[src/rtl/audio_codec_rjm_slave_pkg.sv]
// Shared types and default sizes for the right-justified audio codec slave.
package audio_codec_rjm_slave_pkg;

    localparam int WD_DEF          = 24;
    localparam int CNT_W_DEF       = 8;
    localparam int SYNC_STAGES_DEF = 2;

    typedef enum logic [1:0] {
        ST_IDLE    = 2'd0,
        ST_MEASURE = 2'd1,
        ST_RUN     = 2'd2
    } state_e;

endpackage

[src/rtl/audio_codec_rjm_slave_sync_edge_det.sv]
// Multi-flop synchroniser for an asynchronous input, followed by one delay
// flop so rising/falling/any edges can be flagged for one clk_i cycle.
module sync_edge_det #(
    parameter int SYNC_STAGES = 2
) (
    input  logic clk_i,
    input  logic rst_ni,
    input  logic d_i,
    output logic q_o,
    output logic rise_o,
    output logic fall_o,
    output logic edge_o
);

    logic [SYNC_STAGES-1:0] r_sync;
    logic                   r_dly;
    logic                   w_q;

    // Synchroniser chain and edge-detect delay flop.
    always_ff @(posedge clk_i) begin
        if (!rst_ni) begin
            r_sync <= '0;
            r_dly  <= 1'b0;
        end else begin
            r_sync <= (r_sync << 1) | SYNC_STAGES'(d_i);
            r_dly  <= w_q;
        end
    end

    assign w_q    = r_sync[SYNC_STAGES-1];
    assign q_o    = w_q;
    assign rise_o = w_q & ~r_dly;
    assign fall_o = ~w_q & r_dly;
    assign edge_o = w_q ^ r_dly;

endmodule

[src/rtl/audio_codec_rjm_slave.sv]
// Right-justified audio interface slave: receives serial DAC words, measures
// the half-frame length from LRCK and transmits parallel ADC words aligned to it.
module audio_codec_rjm_slave
    import audio_codec_rjm_slave_pkg::*;
#(
    parameter int WD          = WD_DEF,
    parameter int SYNC_STAGES = SYNC_STAGES_DEF,
    parameter int CNT_W       = CNT_W_DEF
) (
    input  logic          clk_i,
    input  logic          rst_ni,
    input  logic          codec_bclk_i,
    input  logic          codec_lrck_i,
    input  logic          dac_serial_data_i,
    input  logic [WD-1:0] adc_left_i,
    input  logic [WD-1:0] adc_right_i,
    output logic          adc_serial_data_o,
    output logic [WD-1:0] dac_left_o,
    output logic [WD-1:0] dac_right_o,
    output logic          dac_valid_o,
    output logic          dac_chan_o,
    output logic          frame_err_o,
    output logic          locked_o
);

    localparam logic [CNT_W:0] LEN_WD = (CNT_W+1)'(WD);

    // A half-frame shorter than one word starts transmission immediately.
    function automatic logic [CNT_W:0] start_index(input logic [CNT_W-1:0] len);
        logic [CNT_W:0] w_len;
        w_len = {1'b0, len};
        if (w_len < LEN_WD) begin
            start_index = '0;
        end else begin
            start_index = w_len - LEN_WD;
        end
    endfunction

    logic w_bclk_q, w_bclk_rise, w_bclk_fall, w_bclk_edge;
    logic w_lrck_q, w_lrck_rise, w_lrck_fall, w_lrck_edge;
    logic w_dac_bit, w_dac_rise, w_dac_fall, w_dac_edge;
    logic w_unused;

    sync_edge_det #(.SYNC_STAGES(SYNC_STAGES)) u_sync_bclk (
        .clk_i(clk_i), .rst_ni(rst_ni), .d_i(codec_bclk_i),
        .q_o(w_bclk_q), .rise_o(w_bclk_rise), .fall_o(w_bclk_fall), .edge_o(w_bclk_edge)
    );
    sync_edge_det #(.SYNC_STAGES(SYNC_STAGES)) u_sync_lrck (
        .clk_i(clk_i), .rst_ni(rst_ni), .d_i(codec_lrck_i),
        .q_o(w_lrck_q), .rise_o(w_lrck_rise), .fall_o(w_lrck_fall), .edge_o(w_lrck_edge)
    );
    sync_edge_det #(.SYNC_STAGES(SYNC_STAGES)) u_sync_dac (
        .clk_i(clk_i), .rst_ni(rst_ni), .d_i(dac_serial_data_i),
        .q_o(w_dac_bit), .rise_o(w_dac_rise), .fall_o(w_dac_fall), .edge_o(w_dac_edge)
    );

    assign w_unused = ^{w_bclk_q, w_bclk_edge, w_lrck_rise, w_lrck_fall,
                        w_dac_rise, w_dac_fall, w_dac_edge};

    state_e           r_state;
    logic [WD-1:0]    r_rx_sr;
    logic [WD-1:0]    r_tx_sr;
    logic [CNT_W-1:0] r_bit_cnt;
    logic [CNT_W-1:0] r_half_len;
    logic [WD-1:0]    r_dac_left;
    logic [WD-1:0]    r_dac_right;
    logic             r_valid;
    logic             r_chan;
    logic             r_frame_err;
    logic             r_locked;
    logic             r_adc_out;
    logic [CNT_W:0]   w_start;

    assign w_start = start_index(r_half_len);

    // Lock FSM, receive/transmit shifters and all registered outputs.
    always_ff @(posedge clk_i) begin
        if (!rst_ni) begin
            r_state     <= ST_IDLE;
            r_rx_sr     <= '0;
            r_tx_sr     <= '0;
            r_bit_cnt   <= '0;
            r_half_len  <= '0;
            r_dac_left  <= '0;
            r_dac_right <= '0;
            r_valid     <= 1'b0;
            r_chan      <= 1'b0;
            r_frame_err <= 1'b0;
            r_locked    <= 1'b0;
            r_adc_out   <= 1'b0;
        end else begin
            r_valid <= 1'b0;
            if (w_lrck_edge) begin
                // w_lrck_q is the new level, so the finished half is its inverse.
                if (w_lrck_q) begin
                    r_dac_right <= r_rx_sr;
                end else begin
                    r_dac_left <= r_rx_sr;
                end
                r_chan     <= ~w_lrck_q;
                r_half_len <= r_bit_cnt;
                r_rx_sr    <= w_bclk_rise ? {{(WD-1){1'b0}}, w_dac_bit} : '0;
                r_bit_cnt  <= w_bclk_rise ? CNT_W'(1) : '0;
                if (w_bclk_fall) begin
                    r_adc_out <= 1'b0;
                end
                case (r_state)
                    ST_IDLE: begin
                        r_state <= ST_MEASURE;
                    end
                    ST_MEASURE, ST_RUN: begin
                        r_state  <= ST_RUN;
                        r_locked <= 1'b1;
                        r_valid  <= 1'b1;
                        r_tx_sr  <= w_lrck_q ? adc_left_i : adc_right_i;
                        if ({1'b0, r_bit_cnt} < LEN_WD) begin
                            r_frame_err <= 1'b1;
                        end
                    end
                    default: begin
                        r_state <= ST_IDLE;
                    end
                endcase
            end else begin
                if (w_bclk_rise) begin
                    r_rx_sr   <= {r_rx_sr[WD-2:0], w_dac_bit};
                    r_bit_cnt <= (&r_bit_cnt) ? r_bit_cnt : r_bit_cnt + CNT_W'(1);
                end
                if (w_bclk_fall) begin
                    if (r_state == ST_RUN && {1'b0, r_bit_cnt} >= w_start) begin
                        r_adc_out <= r_tx_sr[WD-1];
                        r_tx_sr   <= r_tx_sr << 1;
                    end else begin
                        r_adc_out <= 1'b0;
                    end
                end
            end
        end
    end

    assign adc_serial_data_o = r_adc_out;
    assign dac_left_o        = r_dac_left;
    assign dac_right_o       = r_dac_right;
    assign dac_valid_o       = r_valid;
    assign dac_chan_o        = r_chan;
    assign frame_err_o       = r_frame_err;
    assign locked_o          = r_locked;

endmodule

[config.mk]
export PLATFORM = sky130hd
export DESIGN_NAME = audio_codec_rjm_slave
export DESIGN_NICKNAME = d
export VERILOG_FILES = /design/src/rtl/audio_codec_rjm_slave_pkg.sv /design/src/rtl/audio_codec_rjm_slave_sync_edge_det.sv /design/src/rtl/audio_codec_rjm_slave.sv
export SDC_FILE = /design/constraint.sdc
export NUM_CORES = 1
export LEC_CHECK = 0
export BUFFER_PORTS_ARGS = -buffer_cell sky130_fd_sc_hd__clkbuf_2
export CAP_MARGIN = 10
export CORE_UTILIZATION = 50
export DETAILED_ROUTE_END_ITERATION = 16
export GPL_TIMING_DRIVEN = 1
export PLACE_DENSITY_LB_ADDON = 0.12
export RECOVER_POWER = 50
export SLEW_MARGIN = 20
export SYNTH_ARGS = -nofsm -noshare
export SYNTH_HDL_FRONTEND = slang
export SYNTH_SLANG_ARGS = --single-unit
[constraint.sdc]
create_clock -name clk_i -period 6.62 [get_ports clk_i]
set_input_delay 0.993 -clock clk_i [delete_from_list [all_inputs] [get_ports clk_i]]
set_output_delay 0.993 -clock clk_i [all_outputs]
set_load 0.005 [all_outputs]
=== Word level (Yosys, flattened, before mapping) ===
Index checks and enable logic that the tools add are counted.

* Add/sub/neg operators: 2
* Multipliers: 0
* Div/mod/pow operators: 0
* Order comparisons: 3
* Equal/unequal tests: 4
* Shifts and indexed selects: 0
* Multiplexer cells: 19
* Bitwise logic cells: 9
* Reductions and logical operators: 14

{| class="wikitable"
|+ Operators with widths
! kind !! count
|-
| two-way mux 24 bit || 7
|-
| two-way mux 8 bit || 3
|-
| < comparator 8 x 5 -> 1 bit (second input constant) || 2
|-
| AND reduction 2 bit || 5
|-
| greater-or-equal comparator 8 x 9 -> 1 bit || 1
|-
| two-way mux 9 bit || 1
|-
| subtractor 8 x 5 -> 9 bit (second input constant) || 1
|-
| adder 8 x 1 -> 8 bit (second input constant) || 1
|-
| AND reduction 8 bit || 1
|-
| two-way mux 1 bit || 7
|-
| OR 2 x 1 -> 2 bit || 3
|-
| AND reduction 3 bit || 2
|-
| nonzero test 2 bit || 3
|-
| case mux 2 bit (2 select lines) || 1
|-
| NOT 1 bit || 3
|-
| bitwise AND 1 bit || 2
|-
| == test 2 x 1 -> 1 bit (second input constant) || 1
|-
| == test 2 bit (second input constant) || 1
|-
| zero test 2 bit || 1
|-
| != test 2 x 1 -> 1 bit (second input constant) || 1
|-
| != test 2 bit (second input constant) || 1
|-
| OR reduction 2 bit || 1
|-
| logical AND 1 bit || 1
|-
| bitwise XOR 1 bit || 1
|}

* Register bits: 127
* Latch bits: 0
* Bits in writable memories: 0
* Memory bits (read-only): 0
* Output and inout port bits: 53
* Logic and storage cells: 68
* Memories: 0

=== Logic depth before layout (Yosys ltp) ===
Gate-level depths: netlist (run 1).

* Word-level depth: 7
* Gate-level depth with buffers: 10
* Gate-level depth less buffers: 9

=== Modules after synthesis ===
From an unflattened synthesis (run 1), not the netlist that was laid out.

* Cell total of the unflattened synthesis: 619
* Area, all modules: 5,604.1 um2

{| class="wikitable"
|+ By module, submodules not included
! module !! instances !! cells an instance !! area each (um2) !! seq. area each (um2)
|-
| audio_codec_rjm_slave || 1 || 586 || 5,258.8 || 2,382.3
|-
| sync_edge_det || 3 || 11 || 115.1 || 60.1
|}

=== Worst setup path before layout (run 1) ===
No wires, ideal clock.

* Path kind: register to register
* From: register r_half_len[3]
* To: register r_tx_sr[10]
* Setup time: 72 ps
* Arrival: 2,607 ps
* Path slack: 3,942 ps
* Cell stages (with the launch flop): 11
* Path buffers: 1
* Path through: dfxtp_1 > ha_1 > or4_1 > and2_1 > ha_1 > nand2b_1 > a31oi_1 > o21ai_0 > a31oi_4 > buf_12 > mux2i_1

* Longest elaborated chain between the ends: 6
* Elaborated cells between the ends (all ways): 7
* Those cells by class: 1 x add/sub; 2 x order compare; 1 x mux; 3 x reduce/logical

{| class="wikitable"
|+ RTL lines
! element !! line !! text
|-
| start: declaration || audio_codec_rjm_slave.sv:64 || <nowiki>logic [CNT_W-1:0] r_half_len;</nowiki>
|-
| start signal: assignment || audio_codec_rjm_slave.sv:101 || <nowiki>r_half_len <= r_bit_cnt;</nowiki>
|-
| subtractor 8 x 5 -> 9 bit / < comparator 8 x 5 -> 1 bit (equally long branches) || audio_codec_rjm_slave.sv:35, audio_codec_rjm_slave.sv:32 ||
|-
| two-way mux 9 bit * || audio_codec_rjm_slave.sv:32 || <nowiki>if (w_len < LEN_WD) begin</nowiki>
|-
| greater-or-equal comparator 8 x 9 -> 1 bit * || audio_codec_rjm_slave.sv:130 || <nowiki>if (r_state == ST_RUN && {1'b0, r_bit_cnt} >= w_start) begin</nowiki>
|-
| logical AND 1 bit * || audio_codec_rjm_slave.sv:130 ||
|-
| nonzero test 2 bit (no line) * || -- ||
|-
| AND reduction 3 bit (no line) * || -- ||
|-
| end signal: assignment || audio_codec_rjm_slave.sv:115 || <nowiki>r_tx_sr <= w_lrck_q ? adc_left_i : adc_right_i;</nowiki>
|-
| end signal: assignment || audio_codec_rjm_slave.sv:132 || <nowiki>r_tx_sr <= r_tx_sr << 1;</nowiki>
|-
| end: declaration || audio_codec_rjm_slave.sv:62 || <nowiki>logic [WD-1:0] r_tx_sr;</nowiki>
|}

Every way passes the cells marked *; elsewhere a longest branch is shown, timed or not.
A chain may end at the register's enable or synchronous reset.

==> reports/metrics.yaml, run 1 <==
synthesis:
  syn_inst: 577
  ys_warn_count: 0
  netlist_area_sq_mm: 0.00552
  synth_edf_count: 0
  synth_nets: 644
  synth_cell_types: 41
  yosys-top-cells-area: "dfxtp_1 (46%), mux2i_1 (19%), nand2_1 (7.3%), nor2b_1 (6.7%), ha_1 (3.2%)"
  netlist.top_cell.by_area: "dfxtp_1"
  ys_ff_latch: 127
  ys_seq_area_share_pct: 46.0
  synth.top_cell.area_share_pct: 46.0
  async_reset_ff_share_pct: 0
  synthFlopType: "dfxtp_1"
  syn_area_per_cell_sq_um: 9.57
finish:
  area_growth_pct: 22.5
  stdcell_count: 821
  final_area_sq_mm: 0.00677
  nets: 735
  antenna_cells: 0
  final_layout_size_suffix_gt1_share_pct: 21.7
route:
  drt_wl_total_mm: 11.6
  dr.max_layer_used: "met4"
  wl_met2_mm: 5.68
  drtIter0Drc: 173
  wire_per_inst_um: 14.1
  vias: 4294
  routed-wl-met3_um: 541
  drc_errors: 0
  vias_per_cell: 5.23
  firstDrtPassIters: 4
  met1_length_mm: 5.13
  ant_nets: 0
global_routing:
  grt_pass1_vias: 4172
  antenna_found_initial: 0
  grt_max_degree: 122
  grtUsageTotal_pct: 21.4
  grt_first_pass_wirelength_mm: 19.2
  grt.overflow.total: 0
job:
  cap_viol_max_count: 1
placement:
  pre_cts_slack_ns: 3.24
  place_congestion: 0.761
  place_inst: 789
  io_buffers: 105
  place_area_sq_mm: 0.00609
  hpwlAfterDp_mm: 7.15
worst_hold_path:
  hold_class: "reg -> reg"
die:
  die_width_um: 107
  core_area_sq_mm: 0.0108
  row_count: 38
  io_pins: 106
  dieHeight_um: 107
  die-area_sq_mm: 0.0115
  start_util_pct: 51.2
clock_tree:
  cts_root_buf: "clkbuf_8"
  cts_inserted_buffers: 17
  clk_latency_ns: 0.52
  cts_tree: "yes"
  cts-hold-fix-buffers: 0
  clkTransAtPathRegs_ns: 0.06
  htreeDepth: 4
  cts-resized-gates: 0
  clock_sinks: 127
  clock_path_buffers: 2
  cts_setup_buffers: 0
timing:
  clock.fmax_ghz: 0.227
  final-setup-viol-count: 0
  drv_slew: 122
  final.setup.worst_slack_ns: 2.22
  fin_setup_tns_ns: 0
  period_share_pct: 66.5
  period_minus_slack_ns: 4.40
  max_slew_margin_pct: -181
  timing.final.hold_violations: 0
  skew_ns: 0.00613
  rsz0062_at_grt: "false"
  tightest_slew_ns: 4.22
power:
  swShare_pct: 20.7
  finalPower_mw: 1.94
  power.share.clock_pct: 55.3
  power_frac_seq_pct: 39.9
  cellPowerDensity_mw_per_mm2: 286
  irDropWorstVdd_mv: 0.148
  power_switching_mw: 0.401
  cellInternalPower_mw: 1.54
  comb_power_share_pct: 4.8
  leakagePower_nw: 2.73
worst_setup_path:
  endpoint_kind: "flop"
  path_cells: "clkbuf_4 -> clkbuf_1 -> o211ai_1 -> mux2i_1"
  slowest_delay_ns: 2.94
  cp_max_fo: 121
  cp_num_buf_inv: 2
  worstSetupPathType: "in -> reg"
  crit_path_start_kind: "primary input"
  worstPathArrival_ns: 4.83
  cp.required_ns: 7.05
  crit_family: "buffers and inverters"
  slowest_stage: "clkbuf_1"
outcome:
  outcome: "complete, but fails checks"
  violations: "capacitance limit, slew limit"
final timing paths:
| kind | endpoint | slack [ns] | startpoint | depth (start not counted) |
|---|---|---|---|---|
| worst max register to register | r_tx_sr[18]$_SDFFE_PN0P_ | 3.19 | r_half_len[3]$_SDFFE_PN0N_ | 9 |
| worst min-delay path | u_sync_lrck.r_sync[1]$_SDFF_PN0_ | 0.43 | u_sync_lrck.r_sync[0]$_SDFF_PN0_ | 1 |
| worst min register to register | u_sync_lrck.r_sync[1]$_SDFF_PN0_ | 0.43 | u_sync_lrck.r_sync[0]$_SDFF_PN0_ | 1 |
| worst max-delay path | r_tx_sr[18]$_SDFFE_PN0P_ | 2.22 | rst_ni | 4 |
registers in the layout, summed over array words and instances, names as in the netlist:
| signal | count |
|---|---|
| r_state | 2 |
| locked_o | 1 |
| adc_serial_data_o | 1 |
| r_bit_cnt | 8 |
| frame_err_o | 1 |
| u_sync_dac.r_sync | 2 |
| dac_chan_o | 1 |
| r_rx_sr | 24 |
| u_sync_bclk.r_dly | 1 |
| dac_valid_o | 1 |
| u_sync_lrck.r_dly | 1 |
| dac_right_o | 24 |
| r_tx_sr | 24 |
| r_half_len | 8 |
| dac_left_o | 24 |
| u_sync_lrck.r_sync | 2 |
| u_sync_bclk.r_sync | 2 |
worst reg2reg max path: cells and delay by family (launching register included):
family / cells / cell delay [ns]
adder cells (fa/ha/maj): 2 / 0.53
AND/OR/NAND/NOR: 3 / 0.90
flip-flops: 1 / 0.34
AO/OA/AOI/OAI: 3 / 1.25
multiplexers: 1 / 0.31
synth_stat cells (all sizes together), types with 2 or more instances:
cell type / instances
a211oi: 2
dfxtp: 127
a22o: 2
nor2: 6
a21o: 2
mux2i: 105
o211ai: 23
inv: 6
nand2: 107
a21boi: 2
nand2b: 4
o21ai: 6
nor3: 3
ha: 14
nor2b: 59
or3: 2
a31oi: 2
a21oi: 31
clkbuf: 30
and2: 10
nand3: 7
buf: 10
o31ai: 2
xnor2: 4
metrics by stage:
step,hold WS (ns),util [%]
final,0.433,62.7
after global routing,0.450,62.7
after CTS,0.433,62.8
after detailed placement,0.420,56.5
after global placement,0.421,56.5
after floorplan,0.412,-
cells in the final DEF, fill, tap and decap left out, types with 2 or more instances in the layout:
cell type	instances
dfxtp_1	127
nand2_1	107
mux2i_1	105
clkbuf_2	103
nor2b_1	58
a21oi_1	31
o211ai_1	23
clkbuf_16	16
ha_1	14
nand3_1	7
bufinv_16	7
inv_1	6
nor2_1	6
and2_1	6
o21ai_0	6
buf_4	6
nand2b_1	4
and2_0	4
xnor2_1	4
nor3_1	3
clkinv_2	3
clkinvlp_4	3
a21o_1	2
a22o_1	2
or3_1	2
clkbuf_1	2
cell families after synthesis:
family	Yosys count	synth area share [%]
xor+xnor	5	0.793
mux	106	19.2
compound gates	76	9.15
buf+inv	46	3.81
fa+ha+maj	14	3.17
simple gates	203	17.8
flops	127	46.0
area by class of cell:
type                            count  area, sq um
Clock buffer                       17          414
Clock inverter                     15          265
Fill cell                         916         4020
Inverter                            6         22.5
Multi-Input combinational cell    404         2770
Sequential cell                   127         2540
Tap cell                          140          175
Timing Repair Buffer              112          576
power by group through the flow:
stage,sequential [mW],clock (mW),combinational (mW)
3_3_place_gp,0.789,0,0.0912
5_1_grt,0.773,1.12,0.104
6_report,0.773,1.07,0.0935
3_5_place_dp,0.789,0,0.0928
2_1_floorplan,0.789,0,0.0653
4_1_cts,0.773,1.08,0.0933
per-layer routing:
| layer | global-route usage (%) | up-vias |
|---|---|---|
| met1 | 25.2 | 2008 |
| met3 | 6.63 | 21 |
| met4 | 8.71 | 0 |
| met2 | 36.0 | 113 |
| met5 | 0 | - |
| li1 | - | 2152 |
Power figures use the tool's default switching activity.
==> inputs of run 2 (changes only) <==
Clock period 6.62 ns to 3.6 ns, I/O delays scaled along.
==> run 2 against run 1 <==
Compared with the run above: the run still ends with capacitance limit, slew limit left; flip-flop and latch count unchanged; total power grew 77%; die area stayed put; core utilization is 0.56 points lower; critical path depth rose by 6; clock skew increased by 0.0049 ns; register-to-register slack got worse by 2.6 ns; first-iteration DRC count up 10%; worst hold slack worse by 0.20 ns; highest routed layer unchanged.
==> reports/metrics.yaml, run 2 (synthesized netlist as in run 1, its figures left out) <==
worst_setup_path:
  reg2reg_depth: 10
  worstPathArrival_ns: 3.44
  cp_max_fo: 24
  crit_top_cell: "ha_1"
  r2r_start: "r_half_len[3]$_SDFFE_PN0N_"
  endpoint_kind: "flop"
  slowest_delay_ns: 0.53
  r2r_end: "r_tx_sr[20]$_SDFFE_PN0P_"
  cp.required_ns: 4.03
  slowest_stage: "or4_1"
  r2r_slack_ns: 0.59
  crit_path_start_kind: "flop"
  path_cells: "ha_1 -> or4_1 -> and2_1 -> ha_1 -> nand2b_1 -> a31oi_1 -> o21ai_0 -> a31oi_4 -> buf_4 -> mux2i_1"
  worstSetupPathType: "reg -> reg"
finish:
  antenna_cells: 0
  nets: 736
  final_area_sq_mm: 0.00671
  area_growth_pct: 21.4
  stdcell_count: 821
  final_layout_size_suffix_gt1_share_pct: 18.4
  layout_commonest_cell: "dfxtp_1"
  final_cell_mix: "dfxtp_1 (127), nand2_1 (106), mux2i_1 (105), clkbuf_2 (80), nor2b_1 (58)"
global_routing:
  grt_first_pass_wirelength_mm: 18.0
  grt_max_degree: 65
  grt.overflow.total: 0
  grt_pass1_vias: 3922
  grtUsageTotal_pct: 20.0
  antenna_found_initial: 0
route:
  drtIter0Drc: 191
  vias: 4118
  drc_errors: 0
  vias_per_cell: 5.02
  ant_nets: 0
  firstDrtPassIters: 4
  wire_per_inst_um: 13.2
  drt_wl_total_mm: 10.8
outcome:
  outcome: "complete, but fails checks"
  violations: "capacitance limit, slew limit"
worst_hold_path:
  hold_class: "in -> reg"
  holdPathStages: 2
  min_to: "u_sync_bclk.r_sync[0]$_SDFF_PN0_"
  min_from: "codec_bclk_i"
placement:
  io_buffers: 105
  place_congestion: 0.813
  pre_cts_slack_ns: 0.586
  hpwlAfterDp_mm: 7.09
  place_area_sq_mm: 0.00610
  place_inst: 790
die:
  start_util_pct: 51.2
  die-area_sq_mm: 0.0115
  dieHeight_um: 107
  core_area_sq_mm: 0.0108
  row_count: 38
  die_width_um: 107
  io_pins: 106
timing:
  rsz0062_at_grt: "false"
  timing.final.hold_violations: 0
  clock.fmax_ghz: 0.332
  fin_setup_tns_ns: 0
  final-setup-viol-count: 0
  skew_ns: 0.0111
  period_minus_slack_ns: 3.01
  final.setup.worst_slack_ns: 0.590
  period_share_pct: 83.6
  max_slew_margin_pct: -43.3
  drv_slew: 65
  tightest_slew_ns: 2.15
clock_tree:
  cts_root_buf: "clkbuf_8"
  clock_path_buffers: 2
  htreeDepth: 4
  cts_inserted_buffers: 17
  clkTransAtPathRegs_ns: 0.06
  cts-resized-gates: 0
  cts-hold-fix-buffers: 0
  clk_latency_ns: 0.51
  clock_sinks: 127
  cts_tree: "yes"
  cts_setup_buffers: 0
power:
  cellPowerDensity_mw_per_mm2: 511
  irDropWorstVdd_mv: 0.330
  power_frac_seq_pct: 41.5
  leakagePower_nw: 2.63
  comb_power_share_pct: 4.9
  cellInternalPower_mw: 2.70
  swShare_pct: 21.1
  power.share.clock_pct: 53.6
  power_switching_mw: 0.722
job:
  cap_viol_max_count: 1
[run 2: per-layer routing]
layer	routed length (um)	global-route usage [%]	vias up
li1	-	-	2151
met1	5110	24.9	1870
met2	5190	33.0	90
met3	455	4.74	7
met4	72	8.02	0
met5	0	0	-
[run 2: through the flow]
stage	hold slack [ns]	total power, mW	utilization [%]
global placement	0.418	1.62	56.5
floorplan	0.412	1.57	-
global route	0.220	3.54	62.2
CTS	0.212	3.45	62.5
detailed placement	0.423	1.62	56.5
finish	0.237	3.42	62.2
[run 2: worst max-delay path by stage]
stage,from,end,cells after the start
2_1_floorplan,r_half_len[3]$_SDFFE_PN0N_,r_tx_sr[10]$_SDFFE_PN0P_,10
6_report,r_half_len[3]$_SDFFE_PN0N_,r_tx_sr[20]$_SDFFE_PN0P_,10
4_1_cts,r_half_len[3]$_SDFFE_PN0N_,r_tx_sr[20]$_SDFFE_PN0P_,10
5_1_grt,rst_ni,r_tx_sr[19]$_SDFFE_PN0P_,4
3_5_place_dp,r_half_len[3]$_SDFFE_PN0N_,r_tx_sr[20]$_SDFFE_PN0P_,10
3_3_place_gp,r_half_len[3]$_SDFFE_PN0N_,r_tx_sr[11]$_SDFFE_PN0P_,10
[run 2: power by group through the flow]
stage / sequential, mW / combinational [mW] / clock, mW
floorplan: 1.45 / 0.120 / 0
global placement: 1.45 / 0.168 / 0
detailed placement: 1.45 / 0.170 / 0
CTS: 1.42 / 0.171 / 1.86
global route: 1.42 / 0.187 / 1.94
finish: 1.42 / 0.168 / 1.84
[run 2: area by class of cell]
type / count / area, sq um
clock buffer: 18 / 428
sequential: 127 / 2540
fill: 905 / 4080
clock inverter: 13 / 214
inverter: 6 / 22.5
tap: 140 / 175
timing repair buffer: 113 / 551
multi-input combinational: 404 / 2780
[run 2: critical path: cells and delay by family, from the launching register on]
family	cells	cell delay [ns]
DFF	1	0.35
buffers and inverters	1	0.38
adders and majority gates	2	0.51
AOI/OAI and AO/OA	3	0.55
and+or+nand+nor	3	0.89
muxes	1	0.25
==> inputs of run 3 (changes only) <==
Clock period 3.6 ns to 3 ns, I/O delays scaled along.
==> run 3 against run 2 <==
Compared with the run above: flip-flop and latch count unchanged; worst hold slack got worse by 0.084 ns; critical endpoint is now r_tx_sr[17]$_SDFFE_PN0P_; clock skew about the same; first-iteration DRC count down 31%; largest cell class unchanged; the flow still finishes with violations (capacitance limit, slew limit); maximum frequency rose by 5.1%.
==> reports/metrics.yaml, run 3 (synthesized netlist as in run 1, its figures left out) <==
worst_hold_path:
  min_to: "u_sync_bclk.r_sync[0]$_SDFF_PN0_"
  holdPathStages: 2
  hold_class: "in -> reg"
  min_from: "codec_bclk_i"
power:
  cellInternalPower_mw: 3.15
  irDropWorstVdd_mv: 0.290
  power_frac_seq_pct: 42.2
  power_switching_mw: 0.887
  swShare_pct: 21.9
  power.share.clock_pct: 52.7
  leakagePower_nw: 2.66
  cellPowerDensity_mw_per_mm2: 602
  comb_power_share_pct: 5.1
die:
  die_width_um: 107
  io_pins: 106
  start_util_pct: 51.2
  dieHeight_um: 107
  row_count: 38
  die-area_sq_mm: 0.0115
  core_area_sq_mm: 0.0108
finish:
  layout_commonest_cell: "dfxtp_1"
  antenna_cells: 0
  area_growth_pct: 21.5
  nFillCells: 895
  final_layout_size_suffix_gt1_share_pct: 19.2
  final_util_pct: 62.2
  nets: 738
  multi_input_area_sq_mm: 0.00277
  final_cell_mix: "dfxtp_1 (127), nand2_1 (107), mux2i_1 (105), clkbuf_2 (87), nor2b_1 (58)"
  seq_area_sq_mm: 0.00254
global_routing:
  grt_first_pass_wirelength_mm: 18.5
  grt.overflow.total: 0
  antenna_found_initial: 0
  grt_max_degree: 73
  top_usage_layer: "met2"
  grt_pass1_vias: 3986
  grt_use_met1_pct: 25.0
  grtUsageMet3_pct: 5.65
  grtUsageTotal_pct: 20.4
  met2_usage_pct: 34.7
clock_tree:
  clkTransAtPathRegs_ns: 0.06
  clock_path_buffers: 2
  cts-resized-gates: 0
  htreeDepth: 4
  cts_tree: "yes"
  clk_latency_ns: 0.51
  cts-hold-fix-buffers: 0
  cts_setup_buffers: 0
  clock_sinks: 127
  cts_root_buf: "clkbuf_8"
  cts_inserted_buffers: 17
placement:
  place_congestion: 0.782
  hpwlAfterDp_mm: 7.29
  pre_cts_slack_ns: 0.178
  io_buffers: 105
worst_setup_path:
  worstPathArrival_ns: 3.30
  cp_max_fo: 24
  r2r_slack_ns: 0.14
  r2r_start: "r_half_len[3]$_SDFFE_PN0N_"
  reg2reg_depth: 10
  worstSetupPathType: "reg -> reg"
  cp.required_ns: 3.43
  crit_path_start_kind: "flop"
  endpoint_kind: "flop"
  r2r_end: "r_tx_sr[17]$_SDFFE_PN0P_"
route:
  drt_wl_total_mm: 10.9
  vias_per_cell: 5.15
  ant_nets: 0
  drtIter0Drc: 132
  wire_per_inst_um: 13.3
  vias: 4236
  firstDrtPassIters: 5
  drc_errors: 0
timing:
  skew_ns: 0.0111
  holdWs_ns: 0.152
  clock.fmax_ghz: 0.349
  final.setup.worst_slack_ns: 0.135
  drv_slew: 25
  final-setup-viol-count: 0
  timing.final.hold_violations: 0
  period_minus_slack_ns: 2.86
  tightest_slew_ns: 1.80
  period_share_pct: 95.5
  rsz0062_at_grt: "false"
  max_slew_margin_pct: -20.1
  fin_setup_tns_ns: 0
job:
  cap_viol_max_count: 1
outcome:
  violations: "capacitance limit, slew limit"
  outcome: "complete, but fails checks"
-- run 3: area by class of cell --
cell class                 count  share of cell area [%]
tap                          140                    2.61
clock inverter                14                    3.06
multi-input combinational    404                    41.3
sequential                   127                    37.9
inverter                       6                   0.336
clock buffer                  17                    6.17
timing repair buffer         115                    8.63
-- run 3: worst max path at each step --
stage                                to                        from  slack, ns
6_report       r_tx_sr[17]$_SDFFE_PN0P_  r_half_len[3]$_SDFFE_PN0N_       0.14
5_1_grt        r_tx_sr[20]$_SDFFE_PN0P_  r_half_len[3]$_SDFFE_PN0N_      0.005
4_1_cts        r_tx_sr[17]$_SDFFE_PN0P_  r_half_len[3]$_SDFFE_PN0N_       0.13
3_5_place_dp   r_tx_sr[12]$_SDFFE_PN0P_  r_half_len[3]$_SDFFE_PN0N_       0.18
3_3_place_gp   r_tx_sr[11]$_SDFFE_PN0P_  r_half_len[3]$_SDFFE_PN0N_       0.26
2_1_floorplan  r_tx_sr[10]$_SDFFE_PN0P_  r_half_len[3]$_SDFFE_PN0N_       0.32
-- run 3: stage by stage --
| stage | std cells | power, mW | instance area [sq um] |
|---|---|---|---|
| floorplan | 577 | 1.88 | 5520 |
| global placement | 792 | 1.95 | 6130 |
| detailed placement | 792 | 1.95 | 6130 |
| CTS | 823 | 4.09 | 6750 |
| global route | 823 | 4.19 | 6710 |
| finish | 823 | 4.04 | 6710 |
-- run 3: layer usage --
metal  vias up  routed length, um
met5         -                  0
met4         0                 94
met2        86               5230
met3        11                420
met1      1972               5170
li1       2167                  -
-- run 3: power groups by stage --
| stage | Combinational, mW | Clock [mW] | Sequential [mW] |
|---|---|---|---|
| after floorplan | 0.144 | 0 | 1.74 |
| after CTS | 0.209 | 2.18 | 1.70 |
| final | 0.205 | 2.13 | 1.70 |
| after detailed placement | 0.209 | 0 | 1.74 |
| after global routing | 0.229 | 2.26 | 1.70 |
| after global placement | 0.205 | 0 | 1.74 |
-- run 3: worst max-delay path: stages (launching register included) --
cell	delay [ns]
dfxtp_1	0.34
ha_1	0.26
or4_1	0.53
and2_1	0.21
ha_1	0.26
nand2b_1	0.14
a31oi_1	0.17
o21ai_0	0.20
a31oi_4	0.23
buf_12	0.22
mux2i_1	0.21
